[src/rtl/bp_be_instr_decode_buffer.sv]
// RV64 base-format decoder feeding a 2-entry in-order queue.
// Fetch sees registered backpressure; the issue stage pops the head.
module bp_be_instr_decode_buffer #(
    parameter int vaddr_width_p     = 39,
    parameter bit illegal_on_zero_p = 1'b1
) (
    input  logic                     clk_i,
    input  logic                     reset_n_i,
    input  logic                     flush_i,
    input  logic                     instr_v_i,
    output logic                     instr_ready_o,
    input  logic [vaddr_width_p-1:0] pc_i,
    input  logic [31:0]              instr_i,
    output logic                     decoded_v_o,
    input  logic                     decoded_ready_i,
    output logic [vaddr_width_p-1:0] pc_o,
    output logic [31:0]              instr_o,
    output logic [3:0]               opclass_o,
    output logic [4:0]               rd_addr_o,
    output logic [4:0]               rs1_addr_o,
    output logic [4:0]               rs2_addr_o,
    output logic [2:0]               funct3_o,
    output logic [6:0]               funct7_o,
    output logic [63:0]              imm_o,
    output logic                     rd_w_v_o,
    output logic                     illegal_o
);

    typedef struct packed {
        logic [vaddr_width_p-1:0] pc;
        logic [31:0]              instr;
        logic [3:0]               opclass;
        logic [63:0]              imm;
        logic                     rd_w_v;
        logic                     illegal;
    } entry_t;

    entry_t      dec;
    entry_t      mem_q [2];
    entry_t      head;
    logic [1:0]  count_q, count_d;
    logic        wr_ptr_q, wr_ptr_d;
    logic        rd_ptr_q, rd_ptr_d;
    logic        enq, deq, writes_rd, bad;
    logic [63:0] imm_i, imm_s, imm_b, imm_u, imm_j;

    assign imm_i = {{52{instr_i[31]}}, instr_i[31:20]};
    assign imm_s = {{52{instr_i[31]}}, instr_i[31:25], instr_i[11:7]};
    assign imm_b = {{51{instr_i[31]}}, instr_i[31], instr_i[7], instr_i[30:25], instr_i[11:8], 1'b0};
    assign imm_u = {{32{instr_i[31]}}, instr_i[31:12], 12'b0};
    assign imm_j = {{43{instr_i[31]}}, instr_i[31], instr_i[19:12], instr_i[20], instr_i[30:21], 1'b0};

    always_comb begin
        dec       = '0;
        dec.pc    = pc_i;
        dec.instr = instr_i;
        writes_rd = 1'b0;
        bad       = 1'b0;
        case (instr_i[6:0])
            7'h37: begin dec.opclass = 4'd0;  dec.imm = imm_u; writes_rd = 1'b1; end
            7'h17: begin dec.opclass = 4'd1;  dec.imm = imm_u; writes_rd = 1'b1; end
            7'h6f: begin dec.opclass = 4'd2;  dec.imm = imm_j; writes_rd = 1'b1; end
            7'h67: begin dec.opclass = 4'd3;  dec.imm = imm_i; writes_rd = 1'b1; end
            7'h63: begin dec.opclass = 4'd4;  dec.imm = imm_b; end
            7'h03: begin dec.opclass = 4'd5;  dec.imm = imm_i; writes_rd = 1'b1; end
            7'h23: begin dec.opclass = 4'd6;  dec.imm = imm_s; end
            7'h13: begin dec.opclass = 4'd7;  dec.imm = imm_i; writes_rd = 1'b1; end
            7'h1b: begin dec.opclass = 4'd8;  dec.imm = imm_i; writes_rd = 1'b1; end
            7'h33: begin dec.opclass = 4'd9;  writes_rd = 1'b1; end
            7'h3b: begin dec.opclass = 4'd10; writes_rd = 1'b1; end
            7'h0f: begin dec.opclass = 4'd11; dec.imm = imm_i; end
            7'h73: begin dec.opclass = 4'd12; dec.imm = imm_i; writes_rd = 1'b1; end
            7'h2f: begin dec.opclass = 4'd13; writes_rd = 1'b1; end
            default: bad = 1'b1;
        endcase
        // Every table opcode ends in 2'b11; the explicit check keeps compressed space illegal.
        if (instr_i[1:0] != 2'b11 || (illegal_on_zero_p && instr_i == 32'h0))
            bad = 1'b1;
        dec.rd_w_v  = writes_rd & (instr_i[11:7] != 5'd0) & ~bad;
        dec.illegal = bad;
        if (bad) begin
            dec.opclass = 4'd15;
            dec.imm     = '0;
        end
    end

    assign instr_ready_o = (count_q != 2'd2);
    assign decoded_v_o   = (count_q != 2'd0);
    assign enq           = instr_v_i & instr_ready_o & ~flush_i;
    assign deq           = decoded_v_o & decoded_ready_i & ~flush_i;

    always_comb begin
        count_d  = count_q;
        wr_ptr_d = wr_ptr_q;
        rd_ptr_d = rd_ptr_q;
        if (flush_i) begin
            count_d  = 2'd0;
            wr_ptr_d = 1'b0;
            rd_ptr_d = 1'b0;
        end else begin
            if (enq) wr_ptr_d = ~wr_ptr_q;
            if (deq) rd_ptr_d = ~rd_ptr_q;
            case ({enq, deq})
                2'b10:   count_d = count_q + 2'd1;
                2'b01:   count_d = count_q - 2'd1;
                default: count_d = count_q;
            endcase
        end
    end

    always_ff @(posedge clk_i or negedge reset_n_i) begin
        if (!reset_n_i) begin
            count_q  <= 2'd0;
            wr_ptr_q <= 1'b0;
            rd_ptr_q <= 1'b0;
            mem_q[0] <= '0;
            mem_q[1] <= '0;
        end else begin
            count_q  <= count_d;
            wr_ptr_q <= wr_ptr_d;
            rd_ptr_q <= rd_ptr_d;
            if (enq) mem_q[wr_ptr_q] <= dec;
        end
    end

    assign head       = mem_q[rd_ptr_q];
    assign pc_o       = head.pc;
    assign instr_o    = head.instr;
    assign opclass_o  = head.opclass;
    assign rd_addr_o  = head.instr[11:7];
    assign rs1_addr_o = head.instr[19:15];
    assign rs2_addr_o = head.instr[24:20];
    assign funct3_o   = head.instr[14:12];
    assign funct7_o   = head.instr[31:25];
    assign imm_o      = head.imm;
    assign rd_w_v_o   = head.rd_w_v;
    assign illegal_o  = head.illegal;

endmodule
[config.mk]
export PLATFORM = sky130hd
export DESIGN_NAME = bp_be_instr_decode_buffer
export DESIGN_NICKNAME = d
export VERILOG_FILES = /design/src/rtl/bp_be_instr_decode_buffer.sv
export SDC_FILE = /design/constraint.sdc
export NUM_CORES = 1
export LEC_CHECK = 0
export ABC_AREA = 1
export CORE_MARGIN = 5
export CORE_UTILIZATION = 55
export DETAILED_ROUTE_END_ITERATION = 16
export HOLD_SLACK_MARGIN = 0.06
export PLACE_DENSITY = 0.86
export SLEW_MARGIN = 20
export SYNTH_ARGS = -nofsm -noshare
export SYNTH_HDL_FRONTEND = slang
export SYNTH_SLANG_ARGS = --single-unit
[constraint.sdc]
create_clock -name clk_i -period 6.8 [get_ports clk_i]
set_input_delay 1.36 -clock clk_i [delete_from_list [all_inputs] [get_ports clk_i]]
set_output_delay 1.36 -clock clk_i [all_outputs]
set_load 0.05 [all_outputs]
==> flow_metrics.py <==
metrics = {
    "global_route": {
        "grtUsageMet3_pct": 5.51,
        "grt_pass1_vias": 9517,
        "grt_usage_pct": 25.4,
        "overflow": 0,
        "antenna_found_initial": 1,
        "grt_pass1_wl_mm": 47.2,
        "grt_util_met1_pct": 33.8,
        "busiest_layer": "met2",
        "grt_max_degree": 126,
        "met2_usage_pct": 42.9,
    },
    "synthesis": {
        "yosys-top-cells-area": "dfrtp_1 (51%), nand2_1 (25%), o21ai_1 (4.8%)",
        "yosysTopAreaCellShare_pct": 50.7,
        "ys_types": 29,
        "ys_seq_area_share_pct": 50.7,
        "synth_cells": 1433,
        "synth_top_cell_by_area": "dfrtp_1",
        "syn-cell-area_sq_mm": 0.0109,
        "synth.net_count": 1509,
        "yosys_warnings": 0,
        "yosys_register_bits": 222,
        "postSynthAreaPerCell_sq_um": 7.64,
    },
    "placement": {
        "gp_congestion": 0.846,
        "post-dp-hpwl_mm": 19.0,
        "numPortBuffers": 243,
    },
    "die": {
        "die_h_um": 151,
        "initial_core_util_pct": 56.1,
        "core-area_sq_mm": 0.0195,
        "rows": 51,
        "fp.dieW_um": 151,
        "dieArea_sq_mm": 0.0228,
        "io_pins": 244,
    },
    "layout": {
        "syn_to_final_growth_pct": 25.6,
        "mostFrequentLayoutCells": "nand2_1 (735), clkdlybuf4s50_1 (242), dfrtp_1 (221), o21ai_1 (106), inv_1 (80)",
        "final_common_cell": "nand2_1",
        "fill_cells": 1552,
        "multi_input_area_sq_mm": 0.00425,
        "seq_area_sq_mm": 0.00556,
        "nets": 1654,
        "drive_above_1_share_pct": 6.60,
    },
    "sta": {
        "worst_slew_pin_slew_ns": 0.957,
        "whs_ns": 0.477,
        "fin_crit_sh_pct": 77.6,
        "hold_viol": 0,
        "fmaxAchievable_mhz": 190,
        "finalSetupViolCount": 0,
        "fin_setup_tns_ns": 0,
        "rsz0062_at_grt": "false",
        "skew_ns": 0.00826,
        "relSlewSlack_pct": 36.2,
        "slew_violations": 0,
        "post-route-min-period_ns": 5.27,
    },
    "setup_path": {
        "rrSetupSlack_ns": 3.94,
        "crit_arrival_ns": 3.91,
        "required_ns": 5.44,
        "cpPeakStageDelay_ns": 0.91,
        "critPathTopFamily": "buffers and inverters",
        "worstRegToRegCells": 8,
        "r2r_start": "count_q[0]",
        "crit_fanout": 55,
        "regToRegEndpoint": "mem_q[140]",
        "critPathBufInv": 2,
        "cpMaxStageDelayCell": "clkdlybuf4s50_1",
        "path_class": "flip-flop to output port",
        "crit_chain": "clkinv_2, nand2_1, nand2_1, clkdlybuf4s50_1",
        "end_kind": "output port",
        "cp_common_cell": "nand2_1",
        "startpoint_type": "flip-flop",
    },
    "clock_network": {
        "clkSinkCount": 222,
        "cts_buffer_depth": 3,
        "root_buffer": "clkbuf_16",
        "clock_latency_ns": 0.51,
        "h-tree-depth": 1,
        "cts_tree": "yes",
        "cts-hold-fix-buffers": 0,
        "cts_setup_buffers": 0,
        "clkTransAtPathRegs_ns": 0.06,
        "ctsResizeCount": 0,
        "cts_buffers": 24,
    },
    "routing": {
        "drtAntennaViolNets": 0,
        "dr.pass1.iters": 7,
        "drc_errors": 0,
        "vias": 9598,
        "drt-vias-per-instance": 5.17,
        "wirelength_mm": 28.7,
        "drt_iter0_drc": 739,
        "wl_per_cell_um": 15.5,
    },
    "power_and_ir_drop": {
        "p_per_area_mw_per_mm2": 476,
        "max-vdd-ir-drop_v": 0.000254,
        "p_leak_nw": 7.36,
    },
    "status": {
        "status": "completed",
    },
    "min_path": {
        "hp-start": "mem_q[1]",
        "holdCritPathClass": "flip-flop to flip-flop",
        "min_path_cells": 2,
        "hold_end": "mem_q[1]",
    },
    "flow_run": {
        "maxCapViolCount": 0,
    },
}
==> stage by stage <==
step | worst slack (ns) | cells | power (mW) | area (sq um) | util [%]
CTS | 1.47 | 1856 | 6.60 | 13700 | 70.4
global route | 1.25 | 1857 | 6.92 | 13700 | 70.4
floorplan | 3.21 | 1433 | 4.38 | 10900 | -
finish | 1.53 | 1857 | 6.55 | 13700 | 70.4
global placement | 2.15 | 1817 | 5.24 | 13000 | 66.5
detailed placement | 2.01 | 1817 | 5.32 | 13000 | 66.5
==> state kept, by name (all words and copies together) (netlist names) <==
register and cells:
count_q 2, rd_ptr_q 1, wr_ptr_q 1, mem_q 218
==> metal layers <==
layer	wire length (um)	vias up
li1	-	4650
met1	11800	4532
met2	14000	380
met3	2460	36
met4	513	0
met5	0	-
==> kinds of logic (layout without fill, tap and decap cells) <==
kind of cell	after synthesis	count (layout)	synth area share (%)
simple gates	828	828	31.2
flops	222	222	50.7
buf+inv	222	380	10.5
compound gates	160	160	7.48
xor+xnor	1	1	0.0800
other cells	0	1	0
==> tightest hold or removal path, delay by kind of cell (launching register included) <==
family        cells  cell delay [ns]
simple gates      2             0.10
flops             1             0.34
==> cell usage after synthesis <==
| library cell | number |
|---|---|
| o21ai_2 | 2 |
| o21ai_1 | 106 |
| clkbuf_1 | 42 |
| dfrtp_1 | 222 |
| a21boi_2 | 1 |
| nor2_1 | 10 |
| nor2_4 | 3 |
| nor2_8 | 1 |
| nand2_4 | 4 |
| buf_6 | 3 |
| nand3_2 | 22 |
| o21a_1 | 1 |
| nor3_1 | 4 |
| nand4_1 | 5 |
| nand3_1 | 26 |
| nand2_2 | 10 |
| o22ai_1 | 2 |
| nor2_2 | 6 |
| nand3_4 | 1 |
| nand2_1 | 735 |
| buf_2 | 25 |
| buf_4 | 60 |
| inv_2 | 9 |
| a21oi_1 | 4 |
| or2_2 | 1 |
| inv_1 | 81 |
| xor2_1 | 1 |
| buf_12 | 2 |
| o21ai_0 | 44 |
==> where the power goes <==
group          leakage [nW]  total (mW)  switching, mW  internal, mW
Sequential             2.85        2.07          0.280          1.79
Clock                 0.372        1.26          0.505         0.757
Combinational          4.14        3.21           2.21          1.00
==> area by class of cell <==
cell class | instances | share of cell area (%)
clock buffer | 35 | 5.19
sequential | 222 | 40.4
inverter | 90 | 2.54
tap | 265 | 2.41
clock inverter | 4 | 0.346
timing repair buffer | 251 | 18.2
antenna | 1 | 0.0182
multi-input combinational | 989 | 30.9
==> worst max-delay path by stage <==
stage / depth (start not counted) / slack (ns) / start / to
global route: 4 / 1.25 / rd_ptr_q / imm_o[49]
detailed placement: 4 / 2.01 / rd_ptr_q / imm_o[49]
global placement: 4 / 2.15 / rd_ptr_q / imm_o[44]
finish: 4 / 1.53 / rd_ptr_q / imm_o[49]
CTS: 4 / 1.47 / rd_ptr_q / imm_o[49]
floorplan: 6 / 3.21 / rd_ptr_q / imm_o[32]
Note: power is estimated with default switching activity, not from simulation.
